<file path="src/rtl/sseg_capture.sv">
// sseg_capture: decodes a scanned four-digit seven-segment bus (an/seg/dp) back into a 16-bit word.
// Define SSEG_CAP_BLANK_EN to accept an all-off glyph as a blank digit instead of an error.
module sseg_capture #(
  parameter int SETTLE = 4
) (
  input  logic        clk,
  input  logic        rst_n,
  input  logic [3:0]  an,
  input  logic [6:0]  seg,
  input  logic        dp,
  input  logic        clear,
  output logic [15:0] digits,
  output logic [3:0]  dps,
  output logic        valid,
  output logic        frame_stb,
  output logic        err_seg,
  output logic        err_an
);
  typedef enum logic [1:0] {IDLE, SETTLING, HELD} state_t;
  state_t      state;
  logic [11:0] p;
  logic [7:0]  cnt;
  logic [3:0]  seen, seen_nxt, nib;
  logic [1:0]  idx;
  logic        chg, cap, one, blank_an, known, blank_seg, good;
  always_comb begin
    chg      = {an, seg, dp} != p;
    cap      = !chg && state == SETTLING && cnt == 8'(SETTLE - 1);
    blank_an = p[11:8] == 4'hF;
    one      = $onehot(~p[11:8]);
    idx      = !p[8] ? 2'd0 : !p[9] ? 2'd1 : !p[10] ? 2'd2 : 2'd3;
    known    = 1'b1;
    nib      = 4'h0;
    case (p[7:1])
      7'h40: nib = 4'h0;
      7'h79: nib = 4'h1;
      7'h24: nib = 4'h2;
      7'h30: nib = 4'h3;
      7'h19: nib = 4'h4;
      7'h12: nib = 4'h5;
      7'h02: nib = 4'h6;
      7'h78: nib = 4'h7;
      7'h00: nib = 4'h8;
      7'h10: nib = 4'h9;
      7'h08: nib = 4'hA;
      7'h03: nib = 4'hB;
      7'h46: nib = 4'hC;
      7'h21: nib = 4'hD;
      7'h06: nib = 4'hE;
      7'h0E: nib = 4'hF;
      default: known = 1'b0;
    endcase
`ifdef SSEG_CAP_BLANK_EN
    blank_seg = p[7:1] == 7'h7F;
`else
    blank_seg = 1'b0;
`endif
    good     = cap && one && (known || blank_seg);
    seen_nxt = good ? seen | (4'b0001 << idx) : seen;
  end
  always_ff @(posedge clk or negedge rst_n) begin
    if (!rst_n) begin
      state     <= IDLE;
      p         <= '1;
      cnt       <= '0;
      seen      <= '0;
      digits    <= '0;
      dps       <= '0;
      valid     <= 1'b0;
      frame_stb <= 1'b0;
      err_seg   <= 1'b0;
      err_an    <= 1'b0;
    end else begin
      frame_stb <= 1'b0;
      if (chg) begin
        p     <= {an, seg, dp};
        cnt   <= '0;
        state <= SETTLING;
      end else if (cap) state <= HELD;
      else if (state == SETTLING) cnt <= cnt + 8'd1;
      // blank digits count toward the frame but keep their old nibble and dp
      if (good && known) begin
        digits[{idx, 2'b00} +: 4] <= nib;
        dps[idx]                  <= ~p[0];
      end
      if (clear) begin
        seen    <= '0;
        valid   <= 1'b0;
        err_seg <= 1'b0;
        err_an  <= 1'b0;
      end else begin
        if (cap && one && !known && !blank_seg) err_seg <= 1'b1;
        if (cap && !one && !blank_an) err_an <= 1'b1;
        if (seen_nxt == 4'hF) begin
          seen      <= '0;
          valid     <= 1'b1;
          frame_stb <= 1'b1;
        end else seen <= seen_nxt;
      end
    end
  end
endmodule

</file>
<file path="config.mk">
export PLATFORM = sky130hd
export DESIGN_NAME = sseg_capture
export DESIGN_NICKNAME = d
export VERILOG_FILES = /design/src/rtl/sseg_capture.sv
export SDC_FILE = /design/constraint.sdc
export NUM_CORES = 1
export LEC_CHECK = 0
export ABC_AREA = 1
export CORE_ASPECT_RATIO = 0.75
export CORE_MARGIN = 2
export CORE_UTILIZATION = 45
export DETAILED_ROUTE_END_ITERATION = 8
export GPL_ROUTABILITY_DRIVEN = 0
export PLACE_DENSITY = 0.68
export SLEW_MARGIN = 10
export SYNTH_ARGS = -nofsm -noshare
export SYNTH_HDL_FRONTEND = slang
export SYNTH_SLANG_ARGS = --single-unit
</file>
<file path="constraint.sdc">
create_clock -name clk -period 3.9 [get_ports clk]
set_clock_uncertainty 0.2 [all_clocks]
set_input_delay 0.585 -clock clk [delete_from_list [all_inputs] [get_ports clk]]
set_output_delay 0.585 -clock clk [all_outputs]
set_load 0.05 [all_outputs]
</file>
After elaboration in Yosys (flattened, before gate mapping)
Cells that the tools add are included.
{ "classes": {"addsub": 5, "eq_ne": 22, "n_bitwise": 3, "n_mux": 25, "n_reduce_logical": 21, "n_shift": 3, "magnitude_cmp": 2} }
{ "ops": {"columns": ["op", "n"], "rows": [
  ["$pmux W4 S15", 1],
  ["$eq A7 B7 Y1 const B", 4],
  ["$mux W8", 3],
  ["$eq A7 B5 Y1 const B", 3],
  ["$eq A7 B6 Y1 const B", 3],
  ["$bwmux W16", 1],
  ["$reduce_or A16 Y1", 1],
  ["$shift A4 B6 Y16 const A", 1],
  ["$shiftx A4 B6 Y16", 1],
  ["$eq A7 B2 Y1 const B", 2],
  ["$eq A7 B4 Y1 const B", 2],
  ["$mux W4", 3],
  ["$ne A12 B12 Y1", 1],
  ["$mux W1", 11],
  ["$reduce_bool A2 Y1", 5],
  ["$logic_and A1 B1 Y1", 9],
  ["$add A8 B1 Y8 const B", 1],
  ["$eq A4 B4 Y1 const B", 2],
  ["$eq A8 B2 Y1 const B", 1],
  ["$mux W2", 4],
  ["$eq A7 B3 Y1 const B", 1],
  ["$logic_not A7 Y1", 1],
  ["$neg A4 Y6", 1],
  ["$add A1 B1 Y2", 2],
  ["other kinds (14)", 17]
]} }
{ "word_totals": {"elab_cells": 91, "regBits": 50, "input_bits": 15} }

Longest topological paths before layout
{ "depth": {"word_depth": 10, "depth_mapped": 15, "ltp_nobuf": 14} }

Worst setup path after synthesis
OpenSTA, ideal clock, no wires.
{ "synth_timing": {"kind": "reg-to-reg", "from": "reg p[9]", "to": "reg seen[1]", "slack_ns": 1.315, "synth_period_minus_slack_ns": 2.585, "stages_incl_launch_ff": 13, "required_ns": 3.571, "arrival_time_ns": 2.256, "cell_sequence": "dfstp_2 -> fa_1 -> inv_1 -> ha_1 -> ha_1 -> nor3b_1 -> inv_1 -> nor2_4 -> nand3_1 -> nand2_1 -> nand2_2 -> o21ai_0 -> nor2_1"} }
{ "synth_between": {"elab_chain_cells": 10, "word_cells_on_any_way": 18, "cone_classes": "add/sub (2); eq/ne (3); shift (1); mux (5); bitwise (2); reduce/logical (5)"} }
{ "synth_rtl": {"columns": ["element", "line", "text"], "rows": [
  ["start: declaration", "21", "logic [11:0] p;"],
  ["start signal: assignment", "76", "p <= {an, seg, dp};"],
  ["$not A4 Y4 / $ne A12 B12 Y1 (equally long branches)", "30, 27", null],
  ["$add A1 B1 Y2 (not written as such) / $logic_not A1 Y1 (equally long branches)", "30, 28", null],
  ["$add A2 B2 Y3 (not written as such) / $logic_and A1 B1 Y1 (equally long branches)", "30, 28", null],
  ["$eq A3 B1 Y1 / $logic_and A1 B1 Y1 (equally long branches)", "30, 28", null],
  ["$logic_and A1 B1 Y1 (2 in series)", "58", "good = cap && one && (known || blank_seg);"],
  ["$mux W4 (*)", "59", "seen_nxt = good ? seen | (4'b0001 << idx) : seen;"],
  ["$eq A4 B4 Y1", "94", "if (seen_nxt == 4'hF) begin"],
  ["$mux W4 (*)", "94", null],
  ["$mux W4 (*)", "86", "if (clear) begin"],
  ["end signal: assignment", "98", "end else seen <= seen_nxt;"],
  ["end: declaration", "23", "logic [3:0] seen, seen_nxt, nib;"]
]} }
Mark *: on every way between the ends. The rest lies on a longest branch, timed or not.
A chain may end at the register's enable or synchronous reset.

Final worst setup path
Ends and elaborated chain as after synthesis.

==> metrics.md <==
| Metric | Value |
|---|---|
| N_diodes | `0` |
| CTS root buffer | `clkbuf_8` |
| Clock share of power | `0.328` |
| Synth top cells by count | `92 x nand2_1, 42 x inv_1, 38 x dfrtp_1` |
| Min Hold Slack | `0.00517 ns` |
| Crit start category | `flop` |
| Overall Power | `0.940 mW` |
| Critical path peak fanout | `6` |
| Status | `complete, no violations` |
| Final Core Density | `0.554` |
| Final Max Tran Viols | `0` |
| Cts repair resizes | `0` |
| Share of post-route cells with drive strength above 1 | `0.108` |
| Post-synth top area share | `0.353` |
| Nets@finish | `406` |
| Sw Share | `0.262` |
| CORE AREA | `5800 µm²` |
| CTS max path bufs | `2` |
| CTS tree | `built` |
| Final instance area | `3210 µm²` |
| Die ar. | `6630 µm²` |
| Pre-CTS WS | `1.09 ns` |
| Initial DRC count | `138` |
| CTS sink cnt | `50` |
| Final cycle utilization of the critical path | `0.722` |
| Sequential power share | `0.574` |
| Hpwl dp | `4.10 mm` |
| Worst Path Arrival | `2.81 ns` |
| Routed Antenna Nets | `0` |
| Fmax achieved | `0.355 GHz` |
| Post-synthesis average cell area | `7.76 µm²` |
| Die H | `71.0 µm` |
| Comb power frac | `0.098` |
| Synthesized net count | `374` |
| # setup viols final | `0` |
| Post-Syn Instances | `347` |
| CP Capture Type | `flop` |
| Initial Utilization | `0.465` |
| Vias in the first global route | `2030` |
| Post-layout worst setup margin | `1.08 ns` |
| Total Wirelength | `5.32 mm` |
| Clk pin slew, worst setup/hold paths | `0.10 ns` |
| Inserted Clock Buffers | `5` |
| Maximum VDD drop | `141 µV` |
| H-tree depth | `2` |
| Area leader, netlist | `dfrtp_1` |
| FFs w/ async S/R, synth | `1.00` |
| Sum Neg Setup Slack | `0 ns` |
| Non-filler cells, final | `458` |
| Worst r2r dst | `seen[1]` |
| FF-to-FF setup slack | `1.08 ns` |
| RSZ-0062 raised after global routing | `false` |
| Cell variety after synth | `29` |
| Initial antenna violation count | `0` |
| Sequential area share after synthesis | `0.470` |
| Fill cells | `534` |
| Leakage | `1.49 nW` |
| Max Cap Violations | `0` |
| Critical path class | `flop to flop` |
| Warnings, synthesis | `0` |
| Largest net degree at the start of global routing | `33` |
| Worst Hold Class | `input port to async pin` |
| Residual DRC count | `0` |
| Wire length per cell | `11.6 µm` |
| Post-CTS setup buffer count | `0` |
| Psw | `0.247 mW` |
| DIE WIDTH | `93.3 µm` |
| Post-CTS Hold Buffers | `0` |
| WP data required | `3.89 ns` |
| Placed cell areas | `3120 µm²` |
| Vias | `2205` |
| Post-layout min period | `2.82 ns` |
| Area contributors post-synth | `dfrtp_1 35%, nand2_1 13%, dfstp_2 12%` |
| P per Cell Area | `293 nW/µm²` |
| Yosys reg bits | `50` |
| Layout area overhead | `19.3%` |
| Post-DR vias/cell | `4.81` |
| FF-to-FF path depth | `12` |
| Max_slew headroom | `0.653` |
| I/O pin cnt | `39` |
| Mapped Area | `2690 µm²` |
| Placed insts | `450` |
| First-pass GRT wire length | `9.03 mm` |
| PortBufs | `38` |
| All-Layer GR Usage | `0.170` |
| DR pass1 iterations | `4` |
| Reg-to-reg critical path startpoint | `p[9]` |
| Commonest register cell after synthesis | `dfrtp_1` |
| Clock latency at the later pin of the worst-skew pair | `0.31 ns` |
| Final Hold Vio Count | `0` |
| P_int | `0.694 mW` |
| Row count | `24` |
| Multi-input logic area | `1190 µm²` |
| GRT Residual Overflow | `0` |
| Post-synth EDFFs | `0` |
| Most frequent cell after synthesis | `nand2_1` |
| Worst Tran Pin Value | `0.520 ns` |
| FF+latch area | `1270 µm²` |
## placed cells by master, fill, tap and decap left out, drive strengths merged
cell type and instances:
buf 3, nor3 10, o21ai 28, o31ai 2
inv 48, clkbuf 5, a41oi 1, ha 11
fa 1, nor3b 1, dfrtp 38, dfstp 12
clkinvlp 2, nand2 96, nand4 6, nand3 20
or2 1, a31oi 1, nor2 42, xnor2 4
a21oi 10, a211oi 1, clkdlybuf4s50 37
## power by group through the flow
stage / clock network (mW) / registers [mW] / logic [mW]
CTS: 0.323 / 0.540 / 0.0930
global placement: 0 / 0.549 / 0.0919
finish: 0.309 / 0.540 / 0.0918
global route: 0.342 / 0.542 / 0.106
detailed placement: 0 / 0.549 / 0.0927
floorplan: 0 / 0.545 / 0.0599
## worst max-delay path by stage
| stage | depth (start not counted) | slack, ns | end | start |
|---|---|---|---|---|
| 4_1_cts | 12 | 1.07 | seen[1] | p[9] |
| 6_report | 12 | 1.08 | seen[1] | p[9] |
| 3_5_place_dp | 12 | 1.09 | seen[1] | p[9] |
| 2_1_floorplan | 12 | 1.32 | seen[1] | p[9] |
| 5_1_grt | 12 | 0.88 | seen[1] | p[9] |
| 3_3_place_gp | 12 | 1.15 | seen[1] | p[9] |
## worst max-delay path, stage by stage (launching register included)
cell	delay, ns
dfstp_2	0.59
fa_1	0.42
inv_1	0.07
ha_1	0.13
ha_1	0.22
nor3b_1	0.20
inv_1	0.11
nor2_4	0.17
nand3_1	0.15
nand2_1	0.12
nand2_2	0.09
o21ai_0	0.17
nor2_1	0.05
## kinds of logic after synthesis
kind of cell | share of synthesized area
AO/OA/AOI/OAI | 0.0845
adder cells (fa/ha/maj) | 0.0585
XOR/XNOR | 0.0130
flip-flops | 0.470
buffers and inverters | 0.0882
AND/OR/NAND/NOR | 0.286
## state kept, by name (all words and copies together), names as in the netlist
| register | count |
|---|---|
| valid | 1 |
| cnt | 8 |
| err_an | 1 |
| p | 12 |
| state | 2 |
| seen | 4 |
| err_seg | 1 |
| dps | 4 |
| digits | 16 |
| frame_stb | 1 |
## per-layer routing
| metal | GRT usage | vias up | part of all wire |
|---|---|---|---|
| li1 | - | 1149 | - |
| met1 | 0.263 | 1008 | 0.55 |
| met2 | 0.239 | 44 | 0.40 |
| met3 | 0.0362 | 4 | 0.039 |
| met4 | 0.0539 | 0 | 0.0090 |
| met5 | 0 | - | 0 |
## area by class of cell
type / instances / area share
multi-input combinational: 235 / 0.370
sequential: 50 / 0.394
inverter: 47 / 0.0549
timing repair buffer: 40 / 0.121
clock buffer: 5 / 0.0214
clock inverter: 3 / 0.00740
tap: 78 / 0.0304
Note: power is estimated with default switching activity, not from simulation.
==> edit 1: new RTL, same flow settings <==
The 3 states of `state_t` get a one-hot encoding in 3 bits.
--- a/src/rtl/sseg_capture.sv
+++ b/src/rtl/sseg_capture.sv
@@ -16,7 +16,7 @@
   output logic        err_seg,
   output logic        err_an
 );
-  typedef enum logic [1:0] {IDLE, SETTLING, HELD} state_t;
+  typedef enum logic [2:0] {IDLE = 3'b001, SETTLING = 3'b010, HELD = 3'b100} state_t;
   state_t      state;
   logic [11:0] p;
   logic [7:0]  cnt;
Formal check against the unedited RTL: same outputs for any inputs over 10 cycles, from zero or initial values and one cycle with rst_n low; not proved beyond that.
==> edit 1 against the original RTL <==
- power is 9.2% higher
- setup slack got worse by 0.0094 ns
- synthesized area is 3.7% higher
- final area increased by 3.8%
- non-clock buffer count stayed put
- sequential cell count up 1
- count of clock-buffer cells in the layout unchanged
- largest power group unchanged
- wire length up 3.9%
==> edit 1: results (changes against the original RTL) <==
[placement]
post_dp_cell_area_um2 = 3220  ; +3.2%
port_buffers = 38  ; unchanged
dp_hpwl_mm = 4.22  ; +2.8%

[yosys]
seq_area_frac_synth_pct = 46.3  ; -0.74 points
yosys-top-cells-area = dfrtp_1 34%, dfstp_2 12%, nand2_1 11%
synth_fp_nets = 380  ; +1.6%
synth_common_cells = 81 x nand2_1, 45 x inv_1, 38 x dfrtp_1, 38 x nor2_1, 29 x o21ai_0
synth_top_area_share_pct = 34.0  ; -1.3 points
post_synth_num_cell_types = 28  ; -3.4%
yosys_warnings = 0  ; unchanged
synth-async-reset-ratio_pct = 100  ; unchanged
synth_edf_count = 0  ; unchanged

[layout]
top_regs = digits x16, p x12, cnt x8
nFillCells = 528  ; -1.1%
drive_gt1_share_pct = 12.1  ; +1.4 points
antennaDiodeCount = 0  ; unchanged
finish.net_count = 413  ; +1.7%

[global_route]
grt_util_all_layers_pct = 17.7  ; +0.68 points
antenna_found_initial = 0  ; unchanged
first_global_vias = 2107  ; +3.8%
grt_pass1_wl_mm = 9.59  ; +6.2%
grt_max_degree = 49  ; +48%

[clock_network]
htreeDepth = 2  ; unchanged
cts_root_buffer = clkbuf_8
path_clk_slew_ns = 0.10  ; about the same
cts_resized = 0  ; unchanged
post-cts-setup-buffers = 0  ; unchanged
cts.path.max_buffers = 2  ; unchanged
clk_latency_ns = 0.31  ; about the same
cts_made_buffers = 5  ; unchanged

[drt]
vias = 2270  ; +2.9%
drtIter0Drc = 180  ; +30%
wl_mm = 5.53  ; +3.9%
dr.pass1.iters = 4  ; unchanged
drtAntennaViolNets = 0  ; unchanged

[critical_path]
cp.arrival_ns = 2.84  ; +0.03 ns
crit_fanout = 10  ; +4

[power_and_ir_drop]
ir_drop_mv = 0.167  ; +19%
total_leakage_power_nw = 1.55  ; +4.4%

[outcome]
run_status = finished, final reports clean

[timing]
worstMarginPinSlew_ns = 1.04  ; +0.517 ns

[worst_hold_path]
hp-class = primary input to async pin

==> edit 1: changes by cell type after synthesis, sizes merged, moves of 2 or more <==
cell	change
o21ai	+3
buf	-2
inv	+3
nor2	+6
nand3	+4
nand2	-10
==> edit 1: through the flow <==
stage                     util [%]  setup WS [ns]  power [mW]  instances
after detailed placement      54.4           1.08       0.655        457
after global placement        54.4           1.12       0.654        457
after CTS                     56.4           1.05        1.04        465
after global routing          56.4          0.891        1.07        465
after floorplan                  -           1.29       0.618        353
final                         56.4           1.07        1.03        465
==> edit 1: worst max-delay path, cell delays in order (launching register included) <==
cell and delay, ns:
dfstp_2 0.58, fa_1 0.42, inv_1 0.07, ha_1 0.15
ha_1 0.23, nor3b_1 0.19, inv_1 0.12, nor2_4 0.20
nand2_4 0.12, inv_2 0.11, nand2_4 0.10, o31ai_1 0.25
==> edit 1: metal layers <==
metal / vias to the layer above / track usage (%) / wire length [um]
met5: - / 0 / 0
li1: 1180 / - / -
met4: 0 / 5.31 / 70
met3: 7 / 3.53 / 377
met2: 67 / 24.3 / 2240
met1: 1016 / 28.0 / 2840
==> edit 1: final cells by class <==
cell class / instances / area [um2] / share of cell area, %
clock buffers: 5 / 68.8 / 2.06
clock inverters: 3 / 46.3 / 1.39
inverters: 50 / 188 / 5.63
multi-input cells: 238 / 1250 / 37.5
flip-flops and latches: 51 / 1290 / 38.8
well taps: 78 / 97.6 / 2.93
repair buffers: 40 / 390 / 11.7
==> edit 1: path summary, 6_finish.rpt <==
check,from,endpoint,slack (ns),cells after the start
worst max-delay path,p[9],digits[2],1.07,11
worst min-delay path,rst_n,digits[0],0.25,1
worst max register to register,p[9],digits[2],1.07,11
worst min register to register,state[0],state[0],0.28,2
max in group asynchronous,rst_n,p[4],2.50,2
min in group clk,state[0],state[0],0.28,2
==> edit 1: cells by family (layout without fill, tap and decap cells) <==
logic type | after synthesis | count (layout) | synth area share (%)
compound gates | 46 | 46 | 8.78
fa+ha+maj | 12 | 12 | 5.64
buf+inv | 64 | 98 | 8.96
simple gates | 176 | 176 | 29.1
flops | 51 | 51 | 46.3
xor+xnor | 4 | 4 | 1.25
==> edit 1: where the power goes <==
part / switching, mW / total (mW) / internal [mW] / leakage [nW]
sequential: 0.0102 / 0.551 / 0.540 / 0.662
clock: 0.189 / 0.382 / 0.193 / 0.0548
combinational: 0.0585 / 0.0943 / 0.0359 / 0.837
total: 0.257 / 1.03 / 0.770 / 1.55
==> edit 2: new RTL, config.mk and constraints unchanged <==
Made on the original files. The option `SSEG_CAP_BLANK_EN` is turned on by a define.
--- a/src/rtl/sseg_capture.sv
+++ b/src/rtl/sseg_capture.sv
@@ -1,5 +1,7 @@
 // sseg_capture: decodes a scanned four-digit seven-segment bus (an/seg/dp) back into a 16-bit word.
 // Define SSEG_CAP_BLANK_EN to accept an all-off glyph as a blank digit instead of an error.
+`define SSEG_CAP_BLANK_EN
+
 module sseg_capture #(
   parameter int SETTLE = 4
 ) (
Check against the original RTL: not equivalent (a bounded check fails within 10 cycles, from zero or initial values and one cycle with rst_n low).
==> edit 2 against the original RTL <==
- sequential cell count unchanged
- critical path depth did not move
- non-clock buffer count did not move
- synthesized area up 3.9%
- power up 7.1%
- wire length grew 4.0%
- die area rose by 3.7%
- final area grew 4.4%
- setup slack gained 0.014 ns
==> edit 2: results (changes against the original RTL) <==
[global_route]
grt_max_degree = 48  ; +45%
first_global_vias = 2105  ; +3.7%
antenna_found_initial = 0  ; unchanged
met1_usage_pct = 28.3  ; +2.0 points
grt_pass1_wl_mm = 9.77  ; +8.2%
use_met3_pct = 4.47  ; +0.84 points
grt_util_all_layers_pct = 18.1  ; +1.1 points
grtUsageMet2_pct = 24.7  ; +0.84 points

[placement]
port_buffers = 38  ; unchanged
post_dp_cell_area_um2 = 3240  ; +3.8%
dp_hpwl_mm = 4.25  ; +3.6%
placed_cells = 465  ; +3.3%

[clock_network]
htreeDepth = 2  ; unchanged
path_clk_slew_ns = 0.09
clk_latency_ns = 0.31  ; about the same
post-cts-setup-buffers = 0  ; unchanged
cts_root_buffer = clkbuf_8
cts.path.max_buffers = 2  ; unchanged
cts_made_buffers = 5  ; unchanged
cts_resized = 0  ; unchanged

[yosys]
post_synth_num_cell_types = 34  ; +17%
synth_xor_area_share_pct = 1.57  ; +0.26 points
synth_compound_area_share_pct = 8.09  ; -0.36 points
synth_area_per_cell_um2 = 7.79  ; +0.38%
seq_area_frac_synth_pct = 45.3  ; -1.7 points
synth_fp_nets = 386  ; +3.2%
synth_common_cells = 82 x nand2_1, 51 x inv_1, 48 x nor2_1
yosys_warnings = 0  ; unchanged
yosys-top-cells-area = dfrtp_1 34%, dfstp_2 11%, nand2_1 11%
synth-async-reset-ratio_pct = 100  ; unchanged
muxShareOfSynthArea_pct = 0  ; unchanged
synth_fa_ha_area_share_pct = 5.64  ; -0.22 points

[drt]
wl_per_cell_um = 11.7  ; +0.67%
dr.pass1.iters = 4  ; unchanged
viasPerCell = 4.82  ; +0.17%
drtIter0Drc = 111  ; -20%
wl_mm = 5.53  ; +4.0%

[outcome]
run_status = finished, final reports clean

[layout]
top_regs = digits x16, p x12, cnt x8
drive_gt1_share_pct = 12.7  ; +1.9 points
nFillCells = 559  ; +4.7%
antennaDiodeCount = 0  ; unchanged
finish.net_count = 421  ; +3.7%

[critical_path]
crit_start = p[9]
cp.arrival_ns = 2.80  ; about the same
reg2regPathDepth = 12  ; unchanged
r2r_setup_slack_ns = 1.10
r2r_end = seen[3]
endpoint = seen[3]
crit_fanout = 7  ; +1

[timing]
worstMarginPinSlew_ns = 1.03  ; +0.510 ns
hold_ws_ns = 0.254  ; +0.249 ns
min_period_ns = 2.80  ; -0.0137 ns

[power_and_ir_drop]
total_leakage_power_nw = 1.59  ; +7.0%
ir_drop_mv = 0.161  ; +14%

[worst_hold_path]
hp-class = primary input to async pin

edit 2: changes by cell type in the layout (fill, tap and decap cells not counted), sizes merged, moves of 2 or more:
| cell | change |
|---|---|
| nor3 | -6 |
| o21ai | -5 |
| nor4 | +3 |
| inv | +11 |
| nor2 | +14 |
| nand2 | -8 |
| nand3 | +4 |
| clkinvlp | -2 |
edit 2: worst max-delay path, stage by stage, from the launching register on:
cell and delay, ns:
dfstp_2 0.58, fa_1 0.43, inv_1 0.07, ha_1 0.15, ha_1 0.23, nor3b_1 0.20, inv_1 0.14, nor2_8 0.18
nand3_1 0.08, nand2_1 0.09, nand2_2 0.10, o21bai_4 0.18, nor2_1 0.06
edit 2: power by group:
group / leakage [nW] / internal, mW / switching (mW)
logic: 0.882 / 0.0372 / 0.0604
clock network: 0.0585 / 0.192 / 0.177
registers: 0.652 / 0.530 / 0.00997
total: 1.59 / 0.760 / 0.247
edit 2: kinds of logic (layout without fill, tap and decap cells):
| group | after synthesis | in the layout |
|---|---|---|
| buffers and inverters | 70 | 106 |
| DFF | 50 | 50 |
| and+or+nand+nor | 183 | 183 |
| AOI/OAI and AO/OA | 39 | 39 |
| adders and majority gates | 12 | 12 |
| xor gates and xnor gates | 5 | 5 |
edit 2: cell type report:
class / instances / area, um2 / share of cell area, %
Multi-Input combinational cell: 239 / 1270 / 37.8
Sequential cell: 50 / 1270 / 37.8
Timing Repair Buffer: 40 / 390 / 11.6
Inverter: 58 / 218 / 6.49
Tap cell: 78 / 97.6 / 2.91
Clock buffer: 5 / 68.8 / 2.05
Clock inverter: 3 / 43.8 / 1.31
edit 2: per-layer routing:
layer  part of all wire (%)  up-vias
li1                       -     1188
met1                     56     1019
met2                     38       69
met3                    5.6        5
met4                    1.0        0
met5                      0        -
